### config.mk
export PLATFORM = sky130hd
export DESIGN_NAME = ecc_opnd_buf
export DESIGN_NICKNAME = d
export VERILOG_FILES = /design/src/rtl/ecc_opnd_buf_pkg.sv /design/src/rtl/ecc_opnd_zchk.sv /design/src/rtl/ecc_opnd_buf.sv
export SDC_FILE = /design/constraint.sdc
export NUM_CORES = 2
export LEC_CHECK = 0
export ABC_AREA = 1
export BUFFER_PORTS_ARGS = -buffer_cell sky130_fd_sc_hd__buf_2
export CORE_AREA = 5 5 638 640
export DETAILED_ROUTE_END_ITERATION = 7
export DIE_AREA = 0 0 643 645
export PLACE_DENSITY = 0.33
export REMOVE_ABC_BUFFERS = 1
export SETUP_SLACK_MARGIN = 0.05
export SLEW_MARGIN = 20
export SYNTH_ARGS = -nofsm -noshare
export SYNTH_HDL_FRONTEND = slang
export SYNTH_SLANG_ARGS = --single-unit
### constraint.sdc
create_clock -name clk -period 1.7 [get_ports clk]
set_input_delay 0.255 -clock clk [delete_from_list [all_inputs] [get_ports clk]]
set_output_delay 0.255 -clock clk [all_outputs]
set_load 0.1 [all_outputs]
### src/rtl/ecc_opnd_buf_pkg.sv
// Shared definitions for the ECC operand buffer: receive FSM state encoding
// and a constant-evaluable ceil(log2) helper used to size counters.
package ecc_opnd_buf_pkg;

  typedef enum logic [1:0] {
    ST_IDLE = 2'd0,
    ST_RCV  = 2'd1,
    ST_ERR  = 2'd2
  } rcv_state_e;

  // ceil(log2(value)); returns 0 for value <= 1.
  function automatic int clog2(input int value);
    int r;
    r = 0;
    while ((1 << r) < value) r++;
    return r;
  endfunction

endpackage

### src/rtl/ecc_opnd_zchk.sv
// Registered zero detect for one operand.
// Ports:
//   clk, rst_n : clock, asynchronous active-low reset
//   clr        : synchronous clear (flag forced to 1, matching a cleared operand)
//   op         : operand to test
//   zero       : 1 when op was all-zero at the previous clock edge
module ecc_opnd_zchk #(
  parameter int OPW = 256
) (
  input  logic           clk,
  input  logic           rst_n,
  input  logic           clr,
  input  logic [OPW-1:0] op,
  output logic           zero
);

  logic zero_q;
  logic zero_d;

  always_comb begin
    zero_d = (op == '0);
    if (clr) zero_d = 1'b1;
  end

  always_ff @(posedge clk or negedge rst_n) begin
    if (!rst_n) zero_q <= 1'b1;
    else        zero_q <= zero_d;
  end

  assign zero = zero_q;

endmodule

### src/rtl/ecc_opnd_buf.sv
// Operand/result buffer for ECC-class cores.
// Assembles DW-bit write words into NOPND operands of OPW bits, checks the
// received length against the armed transfer size, flags all-zero operands,
// and offers registered word read-back of NRES captured engine results.
// Ports:
//   clk, rst_n          : clock, asynchronous active-low reset
//   clr                 : synchronous clear of all state
//   load_rcv, wr_size   : arm a receive of wr_size bytes
//   wr_en/wr_addr/wr_d  : word write strobe, word address, data
//   rcv_done            : one-cycle pulse after the last expected word
//   rcv_err             : sticky size/address error
//   opnd                : operand i at [i*OPW +: OPW]
//   flg_zero            : bit i set when operand i is zero
//   res_ld, res_d       : capture engine results
//   rd_addr, rd_d       : result word address, registered read data
// Word a maps to operand a/WPO, slice a%WPO; slice 0 is the MS word.
module ecc_opnd_buf
  import ecc_opnd_buf_pkg::*;
#(
  parameter int DW    = 32,
  parameter int OPW   = 256,
  parameter int NOPND = 4,
  parameter int NRES  = 2,
  parameter int AW    = 14
) (
  input  logic                 clk,
  input  logic                 rst_n,
  input  logic                 clr,
  input  logic                 load_rcv,
  input  logic [15:0]          wr_size,
  input  logic                 wr_en,
  input  logic [AW-1:0]        wr_addr,
  input  logic [DW-1:0]        wr_d,
  output logic                 rcv_done,
  output logic                 rcv_err,
  output logic [NOPND*OPW-1:0] opnd,
  output logic [NOPND-1:0]     flg_zero,
  input  logic                 res_ld,
  input  logic [NRES*OPW-1:0]  res_d,
  input  logic [AW-1:0]        rd_addr,
  output logic [DW-1:0]        rd_d
);

  localparam int WPO = OPW / DW;
  localparam int NW  = NOPND * WPO;
  localparam int NRW = NRES * WPO;
  localparam int CW  = clog2(NW + 1);

  rcv_state_e    state_q, state_d;
  logic [CW-1:0] cnt_q, cnt_d;
  logic [CW-1:0] exp_q, exp_d;
  logic          err_q, err_d;
  logic          done_q, done_d;
  logic [DW-1:0] rdata_q, rdata_d;

  logic [15:0]   size_words;
  logic          size_bad;
  logic          wr_in_range;
  logic          wr_fire;
  logic [CW-1:0] cnt_inc;
  logic [DW-1:0] res_word [NRW];

  // Size is checked at full width before being narrowed to the counter width,
  // so an oversize request can never alias onto a small valid count.
  assign size_words  = {2'b00, wr_size[15:2]};
  assign size_bad    = (wr_size == 16'd0) || (wr_size[1:0] != 2'b00) ||
                       (32'(size_words) > NW);
  assign wr_in_range = (32'(wr_addr) < NW);
  assign cnt_inc     = cnt_q + 1'b1;

  // A write lands only while receiving and not displaced by clr or a re-arm.
  assign wr_fire = (state_q == ST_RCV) && !clr && !load_rcv && wr_en && wr_in_range;

  //--------------------------------------------------------------------------
  // Receive FSM
  //--------------------------------------------------------------------------
  always_comb begin
    state_d = state_q;
    cnt_d   = cnt_q;
    exp_d   = exp_q;
    err_d   = err_q;
    done_d  = 1'b0;
    if (clr) begin
      state_d = ST_IDLE;
      cnt_d   = '0;
      exp_d   = '0;
      err_d   = 1'b0;
    end else if (load_rcv) begin
      // Same evaluation from every state; a load in RCV restarts the count.
      if (size_bad) begin
        state_d = ST_ERR;
        err_d   = 1'b1;
      end else begin
        state_d = ST_RCV;
        cnt_d   = '0;
        exp_d   = CW'(size_words);
        err_d   = 1'b0;
      end
    end else begin
      case (state_q)
        ST_RCV: begin
          if (wr_en) begin
            if (wr_in_range) begin
              cnt_d = cnt_inc;
              if (cnt_inc == exp_q) begin
                done_d  = 1'b1;
                state_d = ST_IDLE;
              end
            end else begin
              state_d = ST_ERR;
              err_d   = 1'b1;
            end
          end
        end
        default: ;  // IDLE and ERR wait for clr or load_rcv
      endcase
    end
  end

  always_ff @(posedge clk or negedge rst_n) begin
    if (!rst_n) begin
      state_q <= ST_IDLE;
      cnt_q   <= '0;
      exp_q   <= '0;
      err_q   <= 1'b0;
      done_q  <= 1'b0;
    end else begin
      state_q <= state_d;
      cnt_q   <= cnt_d;
      exp_q   <= exp_d;
      err_q   <= err_d;
      done_q  <= done_d;
    end
  end

  assign rcv_done = done_q;
  assign rcv_err  = err_q;

  //--------------------------------------------------------------------------
  // Operand registers, word write decode and zero flags
  //--------------------------------------------------------------------------
  for (genvar gi = 0; gi < NOPND; gi++) begin : g_opnd
    logic [OPW-1:0] op_q, op_d;

    always_comb begin
      op_d = op_q;
      if (clr) begin
        op_d = '0;
      end else if (wr_fire) begin
        for (int s = 0; s < WPO; s++) begin
          if (32'(wr_addr) == gi * WPO + s) op_d[OPW-1-s*DW -: DW] = wr_d;
        end
      end
    end

    always_ff @(posedge clk or negedge rst_n) begin
      if (!rst_n) op_q <= '0;
      else        op_q <= op_d;
    end

    assign opnd[gi*OPW +: OPW] = op_q;

    ecc_opnd_zchk #(.OPW(OPW)) u_zchk (
      .clk   (clk),
      .rst_n (rst_n),
      .clr   (clr),
      .op    (op_q),
      .zero  (flg_zero[gi])
    );
  end

  //--------------------------------------------------------------------------
  // Result registers and word view for read-back
  //--------------------------------------------------------------------------
  for (genvar gi = 0; gi < NRES; gi++) begin : g_res
    logic [OPW-1:0] rslt_q, rslt_d;

    always_comb begin
      rslt_d = rslt_q;
      if (clr)         rslt_d = '0;
      else if (res_ld) rslt_d = res_d[gi*OPW +: OPW];
    end

    always_ff @(posedge clk or negedge rst_n) begin
      if (!rst_n) rslt_q <= '0;
      else        rslt_q <= rslt_d;
    end

    for (genvar si = 0; si < WPO; si++) begin : g_word
      assign res_word[gi*WPO + si] = rslt_q[OPW-1-si*DW -: DW];
    end
  end

  // Reads see the registered results, so a same-cycle res_ld returns the
  // pre-load word. Out-of-range addresses match no entry and read as 0.
  always_comb begin
    rdata_d = '0;
    if (!clr) begin
      for (int i = 0; i < NRW; i++) begin
        if (32'(rd_addr) == i) rdata_d = res_word[i];
      end
    end
  end

  always_ff @(posedge clk or negedge rst_n) begin
    if (!rst_n) rdata_q <= '0;
    else        rdata_q <= rdata_d;
  end

  assign rd_d = rdata_q;

endmodule

* Yosys cells after proc, flatten, opt, wreduce, memory -nomap -nowiden
Cells that the tools add are included.
Widths: inputs -> output; s select.
** Cells by class
- Divide/modulo/power cells :: 0
- Equality and inequality tests :: 52
- Add/sub/neg operators :: 1
- Shift-type cells :: 0
- Order comparisons :: 2
- Bitwise gates (word level) :: 0
- Reductions and logical operators :: 90
- Multiply operators :: 0
- Multiplexer cells :: 93
** Operator list (count)
- $mux 256 :: 12
- $mux 32 :: 49
- $logic_not 256->1 :: 4
- $eq 14x4->1 const B :: 16
- $eq 14x5->1 const B :: 16
- $eq 14x3->1 const B :: 8
- $reduce_bool 2->1 :: 36
- $reduce_and 2->1 :: 33
- $eq 14x2->1 const B :: 4
- $mux 6 :: 9
- $eq 14x1->1 const B :: 2
- $logic_not 14->1 :: 2
- $logic_not 16->1 :: 1
- $mux 1 :: 16
- $gt 14x6->1 const B :: 1
- $lt 14x6->1 const B :: 1
- $mux 2 :: 7
- $reduce_bool 3->1 :: 3
- $add 6x1->6 const B :: 1
- $eq 6x6->1 :: 1
- $ne 3x3->1 const B :: 2
- $reduce_and 3->1 :: 2
- $logic_and 1x1->1 :: 4
- $ne 4x3->1 const B :: 1
- 5 further kinds :: 7
** Word-level totals
- Memory bits (writable) :: 0
- ROM bits :: 0
- Word-level logic and storage cells :: 282
- Output and inout bits :: 1062
- Bits in latches :: 0
- Input port bits :: 594
- Bits in registers :: 1588
- Memories kept :: 0

* Depth between registers and ports, before layout
- Depth in word-level cells :: 18
- Mapped depth :: 21
- Mapped depth without buffers :: 21

* Hierarchy
From an unflattened synthesis, not the netlist that was laid out.
** Second synthesis, totals
- Cells, all modules :: 8074
- Area total of the unflattened synthesis :: 67758.7 µm²
** By module, submodules not included
- ecc_opnd_buf :: cells each 7042, sequential area each 39638.0 µm², instances 1, area an instance 63794.9 µm²
- ecc_opnd_zchk :: cells each 258, sequential area each 26.3 µm², instances 4, area an instance 991.0 µm²

* Least setup slack after synthesis
OpenSTA, ideal clock, no wires.
- Path type :: register to register
- From :: reg g_opnd[0].op_q[125]
- To :: reg g_opnd[0].u_zchk.zero_q
- Path slack :: -0.359 ns
- Data required time :: 1.595 ns
- Clock period less this slack :: 2.059 ns
- Library setup time :: 0.105 ns
- Buffers on the path :: 0
- Arrival :: 1.954 ns
- Stages on the path, launching flop included :: 5
- Path through :: dfrtp_1 -> or4_1 -> nor4_1 -> nand2_1 -> o41ai_1
** On the way
- Cells in the longest elaborated chain, start to end :: 2
** Ends and longest elaborated chain
- start: declaration :: line ecc_opnd_buf.sv:143 : logic [OPW-1:0] op_q, op_d;
- start signal: assignment :: line ecc_opnd_buf.sv:158 : else op_q <= op_d;
- $logic_not 256->1 :: line ecc_opnd_zchk.sv:21 : zero_d = (op == '0);
- $mux 1 :: line ecc_opnd_zchk.sv:22 : if (clr) zero_d = 1'b1;
- via g_opnd[0].u_zchk.zero_d :: line ecc_opnd_zchk.sv:18 : logic zero_d;
- end signal: assignment :: line ecc_opnd_zchk.sv:27 : else zero_q <= zero_d;
- end: declaration :: line ecc_opnd_zchk.sv:17 : logic zero_q;
The timed path passes the listed nets, and every way through them passes these cells.
A chain may end at the register's enable or synchronous reset.

* Final worst setup path
- From :: reg g_opnd[3].op_q[153]
- To :: reg g_opnd[3].u_zchk.zero_q
** On the way
- Cells in the longest elaborated chain, start to end :: 2
** Ends and longest elaborated chain (line)
- start: declaration :: ecc_opnd_buf.sv:143
- start signal: assignment :: ecc_opnd_buf.sv:158
- $logic_not 256->1 :: ecc_opnd_zchk.sv:21
- $mux 1 :: ecc_opnd_zchk.sv:22
- via g_opnd[3].u_zchk.zero_d :: ecc_opnd_zchk.sv:18
- end signal: assignment :: ecc_opnd_zchk.sv:27
- end: declaration :: ecc_opnd_zchk.sv:17
The timed path passes the listed nets, and every way through them passes these cells.

==> impl_metrics.toml <==
[clocking]
clock_latency_ns = 0.89
cts_max_level = 4
cts_root_buffer = "clkbuf_16"
cts.reportedPaths.clkPinSlew_ns = 0.07
clock-sinks = 1588
clockBufferDepth = 4
cts_tree = "done"
cts_made_buffers = 199

[die]
die_h_um = 645
die_x_um = 643
die_area_sq_mm = 0.4147
ioPinCount = 1656
start_util_pct = 16.46
core_sq_mm = 0.4009
rows = 233

[grt]
grt-ovfl-total = 0
track_usage_pct = 21.32
antenna_found_initial = 69
grt_max_degree = 96
grt_pass1_wl_um = 621700
grt_pass1_vias = 73380

[yosys]
synth_seq_cells = 1588
synthSimpleGateAreaFrac_pct = 18.57
synth_adder_area_share_pct = 0.01897
synth_top_family_by_area = "simple AND/OR/NAND/NOR gates"
synthXorXnorAreaFrac_pct = 0.09295
ys_seq_area_share_pct = 60.25
postSynthAreaPerCell_sq_um = 8.928
synth_mux_area_share_pct = 0
async_reset_ff_share_pct = 100.0
synth.yosys.warnings = 0
synth_edf_count = 0
synth-compound-area-share_pct = 13.89
ys.flop_type = "dfrtp_1"
synth_area_sq_mm = 0.06596
synthCells = 7388
yosysUniqueCellTypes = 44

[hold_path]
hold_start = "res_ld"
hold_depth = 4
min_to = "g_res[1].rslt_q[132]"
min-delay-path-class = "input pin to flop"

[routing]
routed_wl_um = 465900
drt_pass1_iterations = 6
vias_per_cell = 4.332
final_antenna_net_count = 0
avgRoutedWirePerCell_um = 27.68
vias = 72920
drc = 0
drt_iter0_markers = 5543

[place]
place_congestion = 0.8960
dp.cells = 15410
post-place-ws_ns = -1.284
io_buffers = 1655
hpwlAfterDp_um = 363200

[worst_setup_path]
reg2reg_depth = 8
path_max_fanout = 2
r2r_setup_slack_ns = -0.58
worstSetupPathType = "flop to flop"
required_ns = 2.49
reg2reg_to = "g_opnd[3].u_zchk.zero"
cp-end-kind = "flop"
r2r_start = "g_opnd[3].op_q[153]"
critPathArrivalTime_ns = 3.06
start_kind = "flop"

[run_status]
status = "finished, violations left"
violations = "setup timing"

[timing]
fmax_mhz = 439.3
period_needed_ns = 2.276
final.setup.tns_ns = -443.98
postLayoutSetupSlackWorst_ns = -0.5763
hold_viol_final = 0
rsz0062_at_grt = "true"
finClkSkew_ns = 0.08666
worst_pin_slew_ns = 0.7068
setup_viol = 2095
timing.final.crit_share_pct = 133.9
slew_headroom_pct = 52.45
slew_viol_final = 0

[pwr]
p_per_area_mw_per_mm2 = 999.9
p_leak_uw = 0.05856
peakVddDrop_v = 0.0009507
total_power_uw = 127300

[cells_and_area]
final_cells = 16830
nFillCells = 41420
final_nets = 11960
layout-drive-gt1-share_pct = 39.78
syn2layout_area_growth_pct = 93.01

[run]
cap_violations = 0
[registers in the layout, summed over array words and instances, names as in the netlist]
| name | flops |
|---|---|
| g_opnd.op_q | 1024 |
| g_res.rslt_q | 512 |
| rd_d | 32 |
| cnt_q | 6 |
| exp_q | 6 |
| g_opnd.u_zchk.zero | 4 |
| state_q | 2 |
| rcv_done | 1 |
| rcv_err | 1 |
[layout by cell type (no fill, tap or decap), drive strengths merged, types with 9 or more instances in the layout]
| cell | instances |
|---|---|
| a21oi | 90 |
| and2 | 9 |
| and3 | 9 |
| buf | 3650 |
| bufinv | 13 |
| clkbuf | 320 |
| clkinv | 46 |
| dfrtp | 1584 |
| diode | 26 |
| dlygate4sd3 | 632 |
| inv | 702 |
| nand2 | 1487 |
| nand3 | 643 |
| nand4 | 85 |
| nor2 | 208 |
| nor3 | 43 |
| nor4 | 225 |
| o21ai | 1704 |
| or4 | 31 |
[per-layer routing]
metal	part of all wire [%]	track usage [%]	vias up
li1	-	-	32750
met1	39	25.16	36790
met2	49	36.84	2623
met3	5.7	3.724	755
met4	6.4	11.38	10
met5	0.015	0	-
[worst max path at each step]
| stage | from | endpoint | depth (start not counted) |
|---|---|---|---|
| 6_report | g_opnd[3].op_q[153] | g_opnd[3].u_zchk.zero | 8 |
| 5_1_grt | g_opnd[3].op_q[250] | g_opnd[3].u_zchk.zero | 7 |
| 4_1_cts | g_opnd[3].op_q[245] | g_opnd[3].u_zchk.zero | 7 |
| 3_5_place_dp | rd_addr[2] | rd_d[7] | 21 |
| 3_3_place_gp | rd_addr[2] | rd_d[26] | 20 |
| 2_1_floorplan | clr | g_opnd[0].op_q[135] | 3 |
[per-stage QoR]
stage	util, %	area, sq um	hold slack [ns]
2_1_floorplan	-	63860	-0.04059
3_3_place_gp	23.72	95060	0.1870
3_5_place_dp	23.72	95060	0.1958
4_1_cts	31.10	124700	-0.006561
5_1_grt	31.75	127300	0.02942
6_report	31.76	127300	0.07831
[logic make-up (layout without fill, tap and decap cells)]
logic type	count (synthesis)	after routing
and+or+nand+nor	2745	2748
AOI/OAI and AO/OA	1810	1811
DFF	1588	1588
buffers and inverters	1237	5365
xor gates and xnor gates	7	7
adders and majority gates	1	1
other	0	26
[critical path, cell delays in order, from the launching register on]
cell     delay [ns]
dfrtp_1        0.39
nor4_2         0.31
buf_4          0.21
nand4_1        0.17
nor4_1         0.42
buf_4          0.18
and3_1         0.24
nand4_1        0.13
nand2_2        0.13
[final cells by class]
cell class / instances / area, sq um / share of cell area [%]
Timing Repair Buffer: 4307 / 47310 / 37.16
Clock buffer: 295 / 5892 / 4.628
Clock inverter: 62 / 823.3 / 0.6467
Tap cell: 5287 / 6615 / 5.196
Inverter: 701 / 2643 / 2.076
Sequential cell: 1588 / 39830 / 31.29
Antenna cell: 26 / 65.06 / 0.05111
Multi-Input combinational cell: 4567 / 24130 / 18.96
[cell usage after synthesis, drive strengths merged (2+ instances only)]
cell / instances / area, sq um
o21ai: 1704 / 8532
inv: 697 / 2616
nand3b: 4 / 30.03
o22ai: 6 / 37.54
nand3: 643 / 3246
clkinv: 4 / 15.01
or2: 3 / 18.77
a21oi: 89 / 498.0
nor3: 43 / 231.5
clkbuf: 466 / 1749
o2111ai: 2 / 17.52
or4: 31 / 232.7
nor2: 205 / 819.5
nor4: 225 / 1426
and2: 9 / 56.30
dfrtp: 1584 / 39640
nand2: 1487 / 5592
xor2: 4 / 35.03
buf: 70 / 351.6
and3: 9 / 56.30
dfstp: 4 / 105.1
nand4: 85 / 531.8
o221ai: 6 / 52.55
xnor2: 3 / 26.28
[where the power goes]
| part | internal [uW] | total (uW) | switching, uW |
|---|---|---|---|
| combinational | 13900 | 40200 | 26300 |
| clock | 26000 | 44500 | 18600 |
| sequential | 40400 | 42500 | 2120 |
| total | 80300 | 127000 | 47000 |
[what timing repair did]
action	CTS	global route
setup buffers	338	36
hold buffers	632	0
pin swaps	29	88
resized for setup	3691	581
endpoints found under the hold margin	2074	0
endpoints found under the setup margin	2124	2132
gates cloned	25	45
No activity file was read; power rests on OpenSTA's default activity.
